`config.mk`:
```
export PLATFORM = sky130hd
export DESIGN_NAME = cache_miss_scheduler
export DESIGN_NICKNAME = d
export VERILOG_FILES = /design/src/rtl/cache_miss_scheduler.sv
export SDC_FILE = /design/constraint.sdc
export NUM_CORES = 1
export LEC_CHECK = 0
export CAP_MARGIN = 20
export CELL_PAD_IN_SITES_DETAIL_PLACEMENT = 1
export CELL_PAD_IN_SITES_GLOBAL_PLACEMENT = 1
export CORE_ASPECT_RATIO = 0.5
export CORE_MARGIN = 4
export CORE_UTILIZATION = 44
export DETAILED_ROUTE_END_ITERATION = 10
export GPL_TIMING_DRIVEN = 0
export PLACE_DENSITY_LB_ADDON = 0.1
export SLEW_MARGIN = 20
export SYNTH_ARGS = -nofsm -noshare
export SYNTH_HDL_FRONTEND = slang
export SYNTH_SLANG_ARGS = --single-unit
```
`constraint.sdc`:
```
create_clock -name clk -period 7.7 [get_ports clk]
set_input_delay 0.77 -clock clk [delete_from_list [all_inputs] [get_ports clk]]
set_output_delay 0.77 -clock clk [all_outputs]
set_load 0.03 [all_outputs]
```
`src/rtl/cache_miss_scheduler.sv`:
```
// Miss-status holding register pool: accepts cache misses, merges duplicate
// addresses, counts down each entry's latency and retires one done entry per cycle.
module cache_miss_scheduler #(
  parameter int MSHR_DEPTH = 4,
  parameter int ADDR_W     = 27,
  parameter int LAT_W      = 5
) (
  input  logic                                clk,
  input  logic                                resetb,
  input  logic                                miss_valid,
  input  logic [ADDR_W-1:0]                   miss_addr,
  input  logic [LAT_W-1:0]                    miss_latency,
  output logic                                miss_ready,
  output logic                                resp_valid,
  output logic [ADDR_W-1:0]                   resp_addr,
  output logic [$clog2(MSHR_DEPTH+1)-1:0]     outstanding,
  output logic                                busy
);

  localparam int CNT_W = $clog2(MSHR_DEPTH + 1);
  localparam int IDX_W = $clog2(MSHR_DEPTH);

  // Handshake: a miss transfers at a rising edge when miss_valid && miss_ready;
  // miss_ready depends only on registered state, the requester holds otherwise.

  typedef enum logic [1:0] {
    POOL_EMPTY   = 2'd0,
    POOL_PARTIAL = 2'd1,
    POOL_FULL    = 2'd2
  } pool_state_e;

  pool_state_e pool_state_q, pool_state_d;

  logic [MSHR_DEPTH-1:0] valid_q, valid_d;
  logic [ADDR_W-1:0]     addr_q [MSHR_DEPTH];
  logic [ADDR_W-1:0]     addr_d [MSHR_DEPTH];
  logic [LAT_W-1:0]      cnt_q  [MSHR_DEPTH];
  logic [LAT_W-1:0]      cnt_d  [MSHR_DEPTH];
  logic [CNT_W-1:0]      count_q, count_d;
  logic                  resp_valid_q, resp_valid_d;
  logic [ADDR_W-1:0]     resp_addr_q, resp_addr_d;

  logic                  hit;
  logic                  accept;
  logic                  alloc;
  logic                  free_found;
  logic [IDX_W-1:0]      free_idx;
  logic                  done_found;
  logic [IDX_W-1:0]      done_idx;
  logic [LAT_W-1:0]      lat_eff;

  assign miss_ready  = ~&valid_q;
  assign resp_valid  = resp_valid_q;
  assign resp_addr   = resp_addr_q;
  assign outstanding = count_q;
  assign busy        = (pool_state_q != POOL_EMPTY) || resp_valid_q;

  // Lookup: merge hit, lowest free slot and lowest done slot, all on registered state.
  always_comb begin
    hit        = 1'b0;
    free_found = 1'b0;
    free_idx   = '0;
    done_found = 1'b0;
    done_idx   = '0;
    for (int i = 0; i < MSHR_DEPTH; i++) begin
      if (valid_q[i] && (addr_q[i] == miss_addr)) hit = 1'b1;
      if (!valid_q[i] && !free_found) begin
        free_found = 1'b1;
        free_idx   = IDX_W'(i);
      end
      if (valid_q[i] && (cnt_q[i] == '0) && !done_found) begin
        done_found = 1'b1;
        done_idx   = IDX_W'(i);
      end
    end
    accept  = miss_valid && miss_ready;
    alloc   = accept && !hit;
    lat_eff = (miss_latency == '0) ? LAT_W'(1) : miss_latency;
  end

  always_comb begin
    valid_d      = valid_q;
    addr_d       = addr_q;
    cnt_d        = cnt_q;
    resp_valid_d = done_found;
    resp_addr_d  = done_found ? addr_q[done_idx] : resp_addr_q;
    for (int i = 0; i < MSHR_DEPTH; i++) begin
      if (done_found && (done_idx == IDX_W'(i))) begin
        valid_d[i] = 1'b0;
      end else if (valid_q[i] && (cnt_q[i] != '0)) begin
        cnt_d[i] = cnt_q[i] - LAT_W'(1);
      end
      // The allocated slot was invalid, so it never collides with decrement or retire.
      if (alloc && (free_idx == IDX_W'(i))) begin
        valid_d[i] = 1'b1;
        addr_d[i]  = miss_addr;
        cnt_d[i]   = lat_eff;
      end
    end
    case ({alloc, done_found})
      2'b10:   count_d = count_q + CNT_W'(1);
      2'b01:   count_d = count_q - CNT_W'(1);
      default: count_d = count_q;
    endcase
  end

  always_comb begin
    pool_state_d = pool_state_q;
    if (count_d == '0) begin
      pool_state_d = POOL_EMPTY;
    end else if (count_d == CNT_W'(MSHR_DEPTH)) begin
      pool_state_d = POOL_FULL;
    end else begin
      pool_state_d = POOL_PARTIAL;
    end
  end

  always_ff @(posedge clk or negedge resetb) begin
    if (!resetb) begin
      pool_state_q <= POOL_EMPTY;
      valid_q      <= '0;
      count_q      <= '0;
      resp_valid_q <= 1'b0;
      resp_addr_q  <= '0;
      for (int i = 0; i < MSHR_DEPTH; i++) begin
        addr_q[i] <= '0;
        cnt_q[i]  <= '0;
      end
    end else begin
      pool_state_q <= pool_state_d;
      valid_q      <= valid_d;
      count_q      <= count_d;
      resp_valid_q <= resp_valid_d;
      resp_addr_q  <= resp_addr_d;
      for (int i = 0; i < MSHR_DEPTH; i++) begin
        addr_q[i] <= addr_d[i];
        cnt_q[i]  <= cnt_d[i];
      end
    end
  end

endmodule

```
# [Yosys cells after proc, flatten, opt, wreduce, memory -nomap -nowiden]
# Index checks and enable logic that the tools add are counted.
[totals] elab_cells=150 out_inout_bits=33 register_bits=165 in_bits=35
[classes] n_mux=44 bitwise_logic=1 eq_ne=17 n_reduce_logical=65 magnitude_cmp=1 n_addsub=6
[ops] op="27-bit == test" count=4
[ops] op="5-bit 2-to-1 mux" count=13
[ops] op="27-bit binary-select mux with 2-bit select" count=1
[ops] op="27-bit 2-to-1 mux" count=2
[ops] op="1-bit logical AND" count=28
[ops] op="5-bit logical NOT" count=5
[ops] op="1-bit 2-to-1 mux" count=21
[ops] op="5-bit nonzero test" count=4
[ops] op="5-bit by 1-bit subtractor with 5-bit output (second input constant)" count=4
[ops] op="2-bit nonzero test" count=9
[ops] op="2-bit 2-to-1 mux" count=6
[ops] op="2-bit == test (second input constant)" count=5
[ops] op="1-bit logical NOT" count=10
[ops] op="2-bit by 1-bit inequality test with 1-bit output (second input constant)" count=4
[ops] op="2-bit AND reduction" count=4
[ops] op="2-bit by 1-bit == test with 1-bit output (second input constant)" count=3
[ops] op="3-bit case mux with 2 select lines" count=1
[ops] op="2-bit logical NOT" count=2
[ops] op="4-bit AND reduction" count=1
[ops] op="3-bit by 1-bit adder with 3-bit output (second input constant)" count=1
[ops] op="3-bit == test (second input constant)" count=1
[ops] op="3-bit greater-or-equal comparator (second input constant)" count=1
[ops] op="3-bit logical NOT" count=1
[ops] op="2-bit inverter with 3-bit output" count=1
[ops] op="2 further kinds" count=2

# [Longest topological paths before layout]
[logic_depth] depth_word=17 mapped_depth=15 depth_no_buf=13

# [Worst setup path after synthesis]
# OpenSTA, ideal clock, no wires.
[synth_path] path_type="input -> register" from="input port miss_addr[23]" to="register pool_state_q[1]" path_slack_ns=4.483 path_buffers=1 required_time_ns=7.627 setup_time_ns=0.073 arrival_ns=3.144 stages=13 cell_sequence="buf_4 -> xnor2_1 -> nand4_1 -> nor4_2 -> a22oi_4 -> and3_1 -> nand2_1 -> ha_1 -> inv_1 -> fa_1 -> o21ai_0 -> or2_2 -> nor2b_1"
[synth_between] elab_chain_len=13 word_cells_on_any_way=21 classes_between="7 x eq/ne; 7 x mux; 7 x reduce/logical"
[synth_lines] item="start: declaration" line_no="11" source="input logic [ADDR_W-1:0] miss_addr,"
[synth_lines] item="27-bit == test" line_no="66" source="if (valid_q[i] && (addr_q[i] == miss_addr)) hit = 1'b1;"
[synth_lines] item="1-bit logical AND" line_no="66"
[synth_lines] item="1-bit 2-to-1 mux (3 in a row)" line_no="66"
[synth_lines] item="1-bit 2-to-1 mux (*)" line_no="66"
[synth_lines] item="1-bit logical NOT (*)" line_no="77" source="alloc = accept && !hit;"
[synth_lines] item="1-bit logical AND (*)" line_no="77"
[synth_lines] item="2-bit by 1-bit == test with 1-bit output / 2-bit == test (equally long branches)" line_no="100" source="case ({alloc, done_found})"
[synth_lines] item="3-bit case mux with 2 select lines (*)" line_no="100"
[synth_lines] item="named net count_d[1]" line_no="39" source="logic [CNT_W-1:0] count_q, count_d;"
[synth_lines] item="3-bit == test" line_no="111" source="end else if (count_d == CNT_W'(MSHR_DEPTH)) begin"
[synth_lines] item="2-bit 2-to-1 mux" line_no="111"
[synth_lines] item="2-bit 2-to-1 mux (*)" line_no="109" source="if (count_d == '0) begin"
[synth_lines] item="named net pool_state_d[1]" line_no="32" source="pool_state_e pool_state_q, pool_state_d;"
[synth_lines] item="end signal: assignment" line_no="130" source="pool_state_q <= pool_state_d;"
[synth_lines] item="end: declaration" line_no="32"
# Mark *: on every way through the listed nets, which the timed path passes. The rest lies on a longest branch.
# A chain may end at the register's enable or synchronous reset.

# [Worst setup path in the final report]
[layout_path] from="register cnt_q[15] in the netlist's numbering" to="register pool_state_q[1]"
[layout_between] elab_chain_len=17 word_cells_on_any_way=19 classes_between="3 x eq/ne; 7 x mux; 9 x reduce/logical"
[layout_lines] item="start: declaration" line_no="37" source="logic [LAT_W-1:0] cnt_q [MSHR_DEPTH];"
[layout_lines] item="start signal: indexed assignment" line_no="137" source="cnt_q[i] <= cnt_d[i];"
[layout_lines] item="5-bit logical NOT (*)" line_no="71" source="if (valid_q[i] && (cnt_q[i] == '0) && !done_found) begin"
[layout_lines] item="1-bit logical AND (*)" line_no="71"
[layout_lines] item="1-bit 2-to-1 mux (*)" line_no="71"
[layout_lines] item="1-bit logical NOT" line_no="71"
[layout_lines] item="1-bit logical AND" line_no="71"
[layout_lines] item="1-bit 2-to-1 mux (*)" line_no="71"
[layout_lines] item="1-bit logical NOT" line_no="71"
[layout_lines] item="1-bit logical AND" line_no="71"
[layout_lines] item="(+3 left out)"
[layout_lines] item="1-bit 2-to-1 mux (*)" line_no="71"
[layout_lines] item="named net done_found" line_no="48" source="logic done_found;"
[layout_lines] item="2-bit by 1-bit == test with 1-bit output / 2-bit == test (equally long branches)" line_no="100"
[layout_lines] item="3-bit case mux with 2 select lines (*)" line_no="100"
[layout_lines] item="3-bit == test" line_no="111"
[layout_lines] item="2-bit 2-to-1 mux" line_no="111"
[layout_lines] item="2-bit 2-to-1 mux (*)" line_no="109"
[layout_lines] item="named net pool_state_d[1]" line_no="32"
# Marks and branches as above.

==> reports/summary.txt <==
CLOCKING
--------------------------------------------------------------------------------------------------
Post-cts repair resize count ........................................................            0
Source-to-sink clock delay at the later pin of the worst-skew pair ..................       450 ps
Number of CTS-inserted buffers ......................................................           17
Post-CTS setup-driven buffer insertion count ........................................            0
Number of H-tree levels .............................................................            4
Library cell used as clock root buffer ..............................................    clkbuf_16
Hold buffers post-CTS ...............................................................            0
CTS tree ............................................................................          yes
Clock transition time at the flip-flop clock pins of the worst setup and hold paths .        60 ps
# clock sinks .......................................................................          165
CTS max path bufs ...................................................................            2

ROUTE
--------------------------------------------------------------------------------------------------
DR DRC count ........................................................................            0
Via total after detailed routing ....................................................         6107
Detailed-route wire length ..........................................................     26.57 mm
Routed len/inst .....................................................................     24.26 um
Number of nets with antenna violations after detailed routing .......................            0
Detailed Route Iter0 Violations .....................................................          403
Via-to-Cell Ratio ...................................................................        5.577
Pre-Repair DR Iteration Count .......................................................            7

TIMING
--------------------------------------------------------------------------------------------------
Max Clk Rate ........................................................................    238.3 MHz
Worst clock skew ....................................................................     7.649 ps
Number of endpoints failing setup at the final stage ................................            0
Period utilisation layout ...........................................................       0.5450
Final Critical Period ...............................................................      4196 ps
Slew Viols, Final ...................................................................            0
RSZ-0062 raised after global routing ................................................        false
Least-Margin Pin Slew ...............................................................     739.3 ps
Final-report hold violation count ...................................................            0
Summed negative setup slack over all endpoints ......................................         0 ps
Slew HR .............................................................................       0.5045

CRITICAL PATH
--------------------------------------------------------------------------------------------------
Critical-path cell with the highest stage delay .....................................        buf_2
Max FO, Critical Path ...............................................................           11
Required time of the critical path ..................................................      8070 ps
Critical path endpoint category .....................................................    flip-flop
Critical path's largest stage delay .................................................       500 ps
Cells along the critical path ....................................................... inv_1 > ha_1 > nor4b_2 > and2_1 > clkbuf_1 > nor3_2 > nand2_1 > buf_2 > ha_1 > inv_1 > fa_1 > xor2_1 > nor2_1 > xor2_1 > nor2b_1
Category of the worst setup path launch point .......................................    flip-flop
Worst Path Class, Setup .............................................................   reg -> reg
Critical Path AT ....................................................................      4570 ps

PLACEMENT
--------------------------------------------------------------------------------------------------
Weighted congestion reported at the end of routability-driven placement .............       0.8729
Cells after DPL .....................................................................         1064
Instance area at placement ..........................................................   10210 um^2
Count of input and output buffers ...................................................           40
Hpwl dp .............................................................................     19.28 mm

YOSYS
--------------------------------------------------------------------------------------------------
Post-synthesis cell type count ......................................................           45
Synth Net Count .....................................................................          794
Share of the yosys chip area belonging to registers .................................       0.4390
Yosys top cell area share ...........................................................       0.4390
Number of flops mapped to enable cells by yosys .....................................            0
Synth Instances .....................................................................          749
Flip-flop and latch count after synthesis ...........................................          165
Predominant post-synthesis flop cell ................................................      dfrtp_1
Share of async-settable or async-resettable flops after synthesis ...................        1.000
Area of the mapped netlist ..........................................................    9405 um^2
Synthesis Warnings ..................................................................            0
Top area cells in the synthesized netlist ........................................... dfrtp_1 (44%), mux2_4 (13%), xnor2_1 (11%)
Syn avg cell area ...................................................................   12.56 um^2
Cell taking the most area after synthesis ...........................................      dfrtp_1

LAYOUT
--------------------------------------------------------------------------------------------------
Final instance count without filler cells ...........................................         1095
Count of nets after finishing .......................................................          855
Final non-filler cell area ..........................................................   10770 um^2
Commonest cells after routing, fill and taps aside .................................. dfrtp_1 (165), xnor2_1 (118), mux2_4 (84), clkdlybuf4s50_1 (39), nor2_1 (36)
Antenna diodes ......................................................................            0
Share of post-route cells with drive strength above 1 ...............................       0.2311
Most common cell after layout, fill and taps aside ..................................      dfrtp_1
Growth of design area from synthesis to finish ......................................       14.55%
Final Core Density ..................................................................       0.5183

GRT
--------------------------------------------------------------------------------------------------
Wire length of the first global-routing pass ........................................     41.46 mm
Number of antenna violations at the first check in global routing ...................            0
Vias in the first global route ......................................................         6488
Maximum number of pins on one net before global-route repair ........................           61
Grt ovf .............................................................................            0
Overall fraction of global-route tracks in use ......................................       0.2313

RUN STATUS
--------------------------------------------------------------------------------------------------
Result of the run ................................................................... finished, final reports clean

FLOORPLAN
--------------------------------------------------------------------------------------------------
Number of cell rows .................................................................           37
I/O Pins ............................................................................           68
Die area ............................................................................   23920 um^2
Die span in y .......................................................................     111.4 um
Die width ...........................................................................     214.8 um
Initial standard-cell utilization of the core .......................................       0.4525
Core footprint ......................................................................   20790 um^2

WORST HOLD PATH
--------------------------------------------------------------------------------------------------
Hold/Removal Path Class .............................................................  in -> async

POWER
--------------------------------------------------------------------------------------------------
IR Drop Worst-Case VDD ..............................................................     182.4 uV
Overall Power .......................................................................     5.009 mW
Leakage Power .......................................................................     4.605 nW
Power Density ....................................................................... 464.9 nW/um^2

JOB
--------------------------------------------------------------------------------------------------
Max-Cap Viols .......................................................................            0

[report_power, final]
part           total, mW  switching (mW)  internal [mW]
combinational       2.42            1.17           1.25
sequential          1.74           0.415           1.33
clock              0.852           0.363          0.489
[Yosys cell counts (all sizes together) (3+ instances only)]
library cell	n
mux2	124
o22ai	21
a31oi	6
mux2i	25
inv	15
dfrtp	165
o21a	21
o221ai	6
ha	9
xnor2	118
nor4	10
a211oi	21
nand2b	3
nor3	6
o21ai	13
nand4	31
nor4b	3
nor2	36
xor2	9
clkbuf	14
nand2	25
buf	45
nand3	5
[worst max-delay path: cells and delay by family (launching register included)]
family / cells / cell delay, ps
xor gates and xnor gates: 2 / 350
adders and majority gates: 3 / 810
buffers and inverters: 4 / 1080
DFF: 1 / 380
and+or+nand+nor: 6 / 1480
[through the flow]
| stage | setup slack (ps) | hold WS, ps |
|---|---|---|
| after CTS | 3469 | 241.1 |
| after global placement | -1346 | 471.9 |
| final | 3504 | 229.9 |
| after floorplan | 4483 | 474.4 |
| after detailed placement | 3515 | 478.7 |
| after global routing | 3095 | 247.7 |
[metal layers]
layer	wire, um	GRT usage	vias up	share of wire
met5	0	0	-	0
met2	11380	0.3343	129	0.43
met4	224	0.05179	0	0.0084
met1	13680	0.3498	3199	0.51
li1	-	-	2763	-
met3	1280	0.05781	16	0.048
[path summary, 6_finish.rpt]
| kind | startpoint | endpoint | slack (ps) | cells after the start |
|---|---|---|---|---|
| setup / recovery | cnt_q[15] | pool_state_q[1] | 3500 | 15 |
| hold / removal | resetb | resp_addr[7] | 230 | 1 |
| setup reg to reg | cnt_q[15] | pool_state_q[1] | 3500 | 15 |
| hold reg to reg | resp_addr[18] | resp_addr[18] | 490 | 1 |
| max in group asynchronous | resetb | cnt_q[17] | 6810 | 2 |
| min in group clk | resp_addr[18] | resp_addr[18] | 490 | 1 |
[final cells by class]
cell class,count,area (um^2)
Fill cell,2132,10010
Multi-Input combinational cell,510,4656
Sequential cell,165,4129
Buffer,59,564.3
Clock buffer,21,460.4
Timing Repair Buffer,42,460.4
Tap cell,273,341.6
Clock inverter,10,106.4
Inverter,15,56.30
[logic make-up after synthesis]
family          Yosys count  share of synthesized area
fa+ha+maj                10                    0.01410
compound gates           93                    0.07117
xor+xnor                127                     0.1183
simple gates            131                    0.08288
flops                   165                     0.4390
buf+inv                  74                    0.06598
mux                     149                     0.2086
[registers in the layout, indices dropped and copies added, names as in the netlist, named ones only]
signal,flops
addr_q,108
resp_addr,27
cnt_q,20
valid_q,4
outstanding,2
pool_state_q,2
resp_valid,1
Power figures use the tool's default switching activity.
